## src/rtl/regfile_pkg.sv

```systemverilog
// Shared constants, dump sequencer state type and the write-bypass hit test
// used by both the read ports and the dump capture path.
package regfile_pkg;
  localparam int REG_COUNT = 32;
  localparam int ADDR_W    = 5;

  typedef enum logic {
    IDLE = 1'b0,
    SEND = 1'b1
  } dump_state_e;

  // True when a write landing this edge targets the index being read.
  // Writes to R0 never hit, so R0 always reads back as zero.
  function automatic logic byp_hit(input logic              we,
                                   input logic [ADDR_W-1:0] waddr,
                                   input logic [ADDR_W-1:0] raddr);
    return we && (waddr != '0) && (waddr == raddr);
  endfunction
endpackage

```

## src/rtl/NBitThirtyTwoWayMux.sv

```systemverilog
// Plain N-bit, 32-input selector over the packed register array.
module NBitThirtyTwoWayMux
  import regfile_pkg::*;
#(
  parameter int N = 32
) (
  input  logic [REG_COUNT-1:0][N-1:0] din,
  input  logic [ADDR_W-1:0]           sel,
  output logic [N-1:0]                dout
);
  assign dout = din[sel];
endmodule

```

## src/rtl/regfile_dump_seq.sv

```systemverilog
// Full-file readout sequencer: walks R0..R31 once per dump_start, one beat
// per valid/ready handshake. The next beat's data is captured on the
// transferring edge, so later writes to that index cannot disturb a
// stalled beat.
module regfile_dump_seq
  import regfile_pkg::*;
#(
  parameter int N = 32
) (
  input  logic                        clk,
  input  logic                        rst_n,
  input  logic                        start,
  input  logic                        ready,
  input  logic                        we,
  input  logic [ADDR_W-1:0]           waddr,
  input  logic [N-1:0]                wdata,
  input  logic [REG_COUNT-1:0][N-1:0] regs,
  output logic                        valid,
  output logic                        busy,
  output logic [ADDR_W-1:0]           idx,
  output logic [N-1:0]                data
);
  localparam logic [ADDR_W-1:0] LAST_IDX = ADDR_W'(REG_COUNT - 1);

  dump_state_e       state;
  logic [ADDR_W-1:0] nxt_idx;
  logic [N-1:0]      cap_raw;
  logic [N-1:0]      cap;

  assign nxt_idx = idx + 1'b1;

  NBitThirtyTwoWayMux #(.N(N)) u_cap_mux (
    .din  (regs),
    .sel  (nxt_idx),
    .dout (cap_raw)
  );

  // A write landing on the capture edge must be seen by the capture.
  assign cap = byp_hit(we, waddr, nxt_idx) ? wdata : cap_raw;

  // Handshake state, beat index and captured beat data.
  always_ff @(posedge clk or negedge rst_n) begin
    if (!rst_n) begin
      state <= IDLE;
      idx   <= '0;
      data  <= '0;
    end else begin
      case (state)
        IDLE: if (start) begin
          state <= SEND;
          idx   <= '0;
          data  <= '0;
        end
        SEND: if (ready) begin
          if (idx == LAST_IDX) begin
            state <= IDLE;
          end else begin
            idx  <= nxt_idx;
            data <= cap;
          end
        end
        default: state <= IDLE;
      endcase
    end
  end

  assign valid = (state == SEND);
  assign busy  = (state == SEND);
endmodule

```

## src/rtl/register_file_2r1w.sv

```systemverilog
// 32 x N register file, two combinational read ports with write bypass,
// one write port, plus a handshaked full-file dump port. R0 is hardwired 0.
module register_file_2r1w
  import regfile_pkg::*;
#(
  parameter int N = 32
) (
  input  logic              clk,
  input  logic              rst_n,
  input  logic              we,
  input  logic [ADDR_W-1:0] waddr,
  input  logic [N-1:0]      wdata,
  input  logic [ADDR_W-1:0] raddr_a,
  output logic [N-1:0]      rdata_a,
  input  logic [ADDR_W-1:0] raddr_b,
  output logic [N-1:0]      rdata_b,
  input  logic              dump_start,
  output logic              dump_busy,
  output logic              dump_valid,
  input  logic              dump_ready,
  output logic [ADDR_W-1:0] dump_idx,
  output logic [N-1:0]      dump_data
);
  localparam int NUM_RD = 2;

  logic [REG_COUNT-1:0][N-1:0] regs;
  logic [NUM_RD-1:0][ADDR_W-1:0] raddr;
  logic [NUM_RD-1:0][N-1:0]      rmux;
  logic [NUM_RD-1:0][N-1:0]      rdata;

  // Register array; writes to index 0 are dropped so R0 stays zero.
  always_ff @(posedge clk or negedge rst_n) begin
    if (!rst_n) begin
      regs <= '0;
    end else if (we && (waddr != '0)) begin
      regs[waddr] <= wdata;
    end
  end

  assign raddr[0] = raddr_a;
  assign raddr[1] = raddr_b;

  for (genvar p = 0; p < NUM_RD; p++) begin : g_rd
    NBitThirtyTwoWayMux #(.N(N)) u_mux (
      .din  (regs),
      .sel  (raddr[p]),
      .dout (rmux[p])
    );
    assign rdata[p] = byp_hit(we, waddr, raddr[p]) ? wdata : rmux[p];
  end

  assign rdata_a = rdata[0];
  assign rdata_b = rdata[1];

  regfile_dump_seq #(.N(N)) u_dump (
    .clk   (clk),
    .rst_n (rst_n),
    .start (dump_start),
    .ready (dump_ready),
    .we    (we),
    .waddr (waddr),
    .wdata (wdata),
    .regs  (regs),
    .valid (dump_valid),
    .busy  (dump_busy),
    .idx   (dump_idx),
    .data  (dump_data)
  );
endmodule

```

## config.mk

```make
export PLATFORM = sky130hd
export DESIGN_NAME = register_file_2r1w
export DESIGN_NICKNAME = d
export VERILOG_FILES = /design/src/rtl/regfile_pkg.sv /design/src/rtl/NBitThirtyTwoWayMux.sv /design/src/rtl/regfile_dump_seq.sv /design/src/rtl/register_file_2r1w.sv
export SDC_FILE = /design/constraint.sdc
export NUM_CORES = 2
export LEC_CHECK = 0
export BUFFER_PORTS_ARGS = -buffer_cell sky130_fd_sc_hd__buf_4
export CORE_ASPECT_RATIO = 0.9
export CORE_MARGIN = 2
export CORE_UTILIZATION = 30
export CTS_CLUSTER_DIAMETER = 30
export DETAILED_ROUTE_END_ITERATION = 10
export GPL_ROUTABILITY_DRIVEN = 1
export MAX_ROUTING_LAYER = met4
export PLACE_DENSITY = 0.44
export SETUP_SLACK_MARGIN = 0.5
export SYNTH_ARGS = -nofsm -noshare
export SYNTH_HDL_FRONTEND = slang
export SYNTH_SLANG_ARGS = --single-unit
```

## constraint.sdc

```tcl
create_clock -name clk -period 3.4 [get_ports clk]
set_input_delay 0.34 -clock clk [delete_from_list [all_inputs] [get_ports clk]]
set_output_delay 0.34 -clock clk [all_outputs]
set_load 0.1 [all_outputs]
```

==> flow_metrics.env <==
export IMPL_vdd_ir_drop_worst_uv=675
export IMPL_tritoncts="yes"
export IMPL_tot_gr_track_use_pct=24.3
export IMPL_register_area_mm2=0.0266
export IMPL_power_report_internal_total_w=0.0480
export IMPL_worst_min_delay_path_startpoint="wdata[27]"
export IMPL_io_buffers=154
export IMPL_cts_htree_levels=5
export IMPL_setup_failing_eps_final=1
export IMPL_max_slew_worst_pin_slew_ps=1010
export IMPL_clock_power_share_pct=41.8
export IMPL_drcViolationCount=0
export IMPL_routed_via_density=5.73
export IMPL_power_dens_cells_mw_per_mm2=843
export IMPL_hold_path_depth=2
export IMPL_number_of_design_rule_violations_left_by_the_first_detailed_router_iteration=3942
export IMPL_rows=161
export IMPL_syn_avg_cell_area_um2=14.8
export IMPL_swShare_pct=33.1
export IMPL_first_global_vias=46500
export IMPL_outcome="finished with violations"
export IMPL_fillerInstances=19700
export IMPL_dr_pass1_iters=7
export IMPL_clockBufferDepth=4
export IMPL_gp_congestion=0.809
export IMPL_grt_pass1_wl_mm=369
export IMPL_place_detailed_hpwl_mm=153
export IMPL_postLayoutSetupSlackWorst_ps=-1.91
export IMPL_remaining_overflow_grt=0
export IMPL_root_buffer="sky130_fd_sc_hd__clkbuf_16"
export IMPL_cts_buffers_inserted=321
export IMPL_ff_latch_count_synth=1062
export IMPL_worst_skew_pair_late_latency_ps=930
export IMPL_critPathKind="register to output port"
export IMPL_static_leakage_power_nw=35.4
export IMPL_sequentialPowerShare_pct=24.8
export IMPL_grt_max_degree=108
export IMPL_hold_path_end="regs[59]"
export IMPL_grt_antenna_before_repair=3
export IMPL_layout_drive_gt1_share_pct=62.7
export IMPL_reg2reg_from="u_dump.idx[0]"
export IMPL_synth_yosys_seq_area_share_pct=41.3
export IMPL_drt_antenna_violating_nets=0
export IMPL_cap_viol_max_count=0
export IMPL_post_place_cells=7158
export IMPL_synthDistinctLibCells=38
export IMPL_floorplan_core_area_mm2=0.214
export IMPL_achievable_frequency_ghz=0.294
export IMPL_post_layout_utilization_of_the_core_pct=39.8
export IMPL_worstHoldPathType="input port to register"
export IMPL_fin_worst_skew_ps=62.3
export IMPL_fin_hold_viols=0
export IMPL_dieWidth_um=492
export IMPL_flow_area_growth_from_synthesis_pct=32.2
export IMPL_r2r_setup_slack_ps=520
export IMPL_total_switching_power_w=0.0237
export IMPL_failed_checks="negative setup slack"
export IMPL_max_slew_violation_count=0
export IMPL_most_common_layout_cells="1057 x sky130_fd_sc_hd__mux2_2, 1057 x sky130_fd_sc_hd__dfrtp_1, 832 x sky130_fd_sc_hd__mux4_2, 352 x sky130_fd_sc_hd__nand2_1, 347 x sky130_fd_sc_hd__buf_4"
export IMPL_initial_core_util_pct=30.1
export IMPL_period_share_pct=100
export IMPL_r2r_end="u_dump.data[5]"
export IMPL_num_io_pins=155
export IMPL_final_period_minus_worst_setup_slack_ps=3400
export IMPL_multi_input_area_mm2=0.0372
export IMPL_max_slew_margin_rel_pct=32.4
export IMPL_instances_no_fill=7836
export IMPL_drt_wirelength_per_cell_um=33.1
export IMPL_endpoint_kind="output port"
export IMPL_syn_cell_area_mm2=0.0644
export IMPL_syn_num_nets=4416
export IMPL_synth_edff_count=0
export IMPL_synthFlopType="sky130_fd_sc_hd__dfrtp_1"
export IMPL_dieHeight_um=443
export IMPL_dieArea_mm2=0.218
export IMPL_synth_async_sr_flop_share_pct=100
export IMPL_worst_setup_hold_path_clk_slew_ps=40
export IMPL_finish_net_count=4806
export IMPL_synth_cells=4362
export IMPL_route_vias_total=44900
export IMPL_ff2ff_path_depth=9
export IMPL_p_comb_share_pct=33.4
export IMPL_wirelength_mm=260
export IMPL_tritoncts_num_sinks=1062
export IMPL_critical_path_required_ps=3060
export IMPL_cp_start_kind="register"
export IMPL_rsz_0062_raised_after_global_routing="yes"
export IMPL_worst_endpoint_data_arrival_time_ps=3060
export IMPL_path_max_fanout=4
export IMPL_ys_warnings_count=0
kinds of logic (layout without fill, tap and decap cells):
family / Yosys count / count (layout) / synth area share [%]
AOI/OAI and AO/OA: 261 / 261 / 2.56
xor gates and xnor gates: 18 / 18 / 0.280
adders and majority gates: 2 / 2 / 0.0389
buffers and inverters: 517 / 1135 / 3.26
DFF: 1062 / 1062 / 41.3
muxes: 1987 / 1987 / 49.1
other: 0 / 3 / 0
and+or+nand+nor: 515 / 516 / 3.41
stage by stage:
stage	worst slack [ps]	total power [W]	setup TNS [ps]	hold WS [ps]	instance area, um^2
after floorplan	488	0.0324	0	44.4	65000
after global placement	-222	0.0398	-5280	345	71600
after detailed placement	132	0.0400	0	351	71600
after CTS	-64.8	0.0718	-117	22.2	84700
after global routing	-66.2	0.0744	-120	42.3	85100
final	-1.91	0.0717	-1.91	72.5	85100
power groups by stage:
stage               clock network, W  logic (W)  registers [W]
global route                  0.0311     0.0251         0.0182
finish                        0.0299     0.0240         0.0178
global placement                   0     0.0220         0.0179
CTS                           0.0304     0.0237         0.0178
floorplan                          0     0.0145         0.0180
detailed placement                 0     0.0220         0.0179
Yosys cell counts, drive strengths merged (2+ instances only):
cell	n	area share, %
dfrtp	1062	41
a31oi	33	0.32
and3	2	0.019
and2	3	0.029
nand4	32	0.31
a32oi	32	0.44
inv	2	0.012
nor2b	2	0.019
ha	2	0.039
nor4	2	0.039
a21oi	33	0.26
a21o	32	0.37
o21ai	94	0.73
mux2i	94	1.5
xor2	6	0.093
mux4	832	29
a22oi	32	0.37
nand2	367	2.1
xnor2	11	0.15
mux2	1061	19
a22o	4	0.054
nand3b	4	0.047
clkbuf	330	1.9
nand3	70	0.54
buf	185	1.3
nor2	23	0.13
nor3b	4	0.047
sequential cells by signal (all words and copies together), names as in the netlist:
register     count
regs          1024
u_dump.busy      1
u_dump.data     32
u_dump.idx       5
timing repair:
action,4_1_cts,5_1_grt
pin swaps,4,3
cloned,3,2
setup endpoints to repair,96,84
resized for setup,301,14
buffers inserted,42,40
hold endpoints to repair,1184,0
hold buffers,36,0
area by class of cell:
cell class              count  share of cell area (%)
multi-input cells        2784                    43.8
flip-flops and latches   1062                    31.2
clock buffers             415                    10.6
repair buffers            581                    8.06
well taps                2852                    4.19
clock inverters           137                    2.12
inverters                   2                 0.00882
diodes                      3                 0.00882
routing by layer:
metal	share of wire [%]	global-route usage (%)	vias up
met2	46	36.6	1708
met3	5.8	4.45	462
li1	-	-	18100
met1	45	33.3	24600
met4	3.4	7.81	0
met5	0	-	-
worst max-delay path by stage:
stage | end | slack [ps] | startpoint | cells past startpoint
finish | rdata_a[30] | -2 | regs[286] | 5
CTS | rdata_a[30] | -60 | regs[286] | 5
global placement | rdata_a[28] | -220 | waddr[4] | 9
floorplan | rdata_b[11] | 490 | raddr_b[1] | 7
global route | rdata_a[30] | -70 | regs[126] | 5
detailed placement | rdata_a[31] | 130 | raddr_a[0] | 9
critical path: stages (launching register included):
cell	delay, ps
sky130_fd_sc_hd__dfrtp_1	400
sky130_fd_sc_hd__mux4_2	490
sky130_fd_sc_hd__mux4_2	480
sky130_fd_sc_hd__mux2_4	300
sky130_fd_sc_hd__mux2_4	300
sky130_fd_sc_hd__buf_12	170
(Power assumes the default switching activity.)
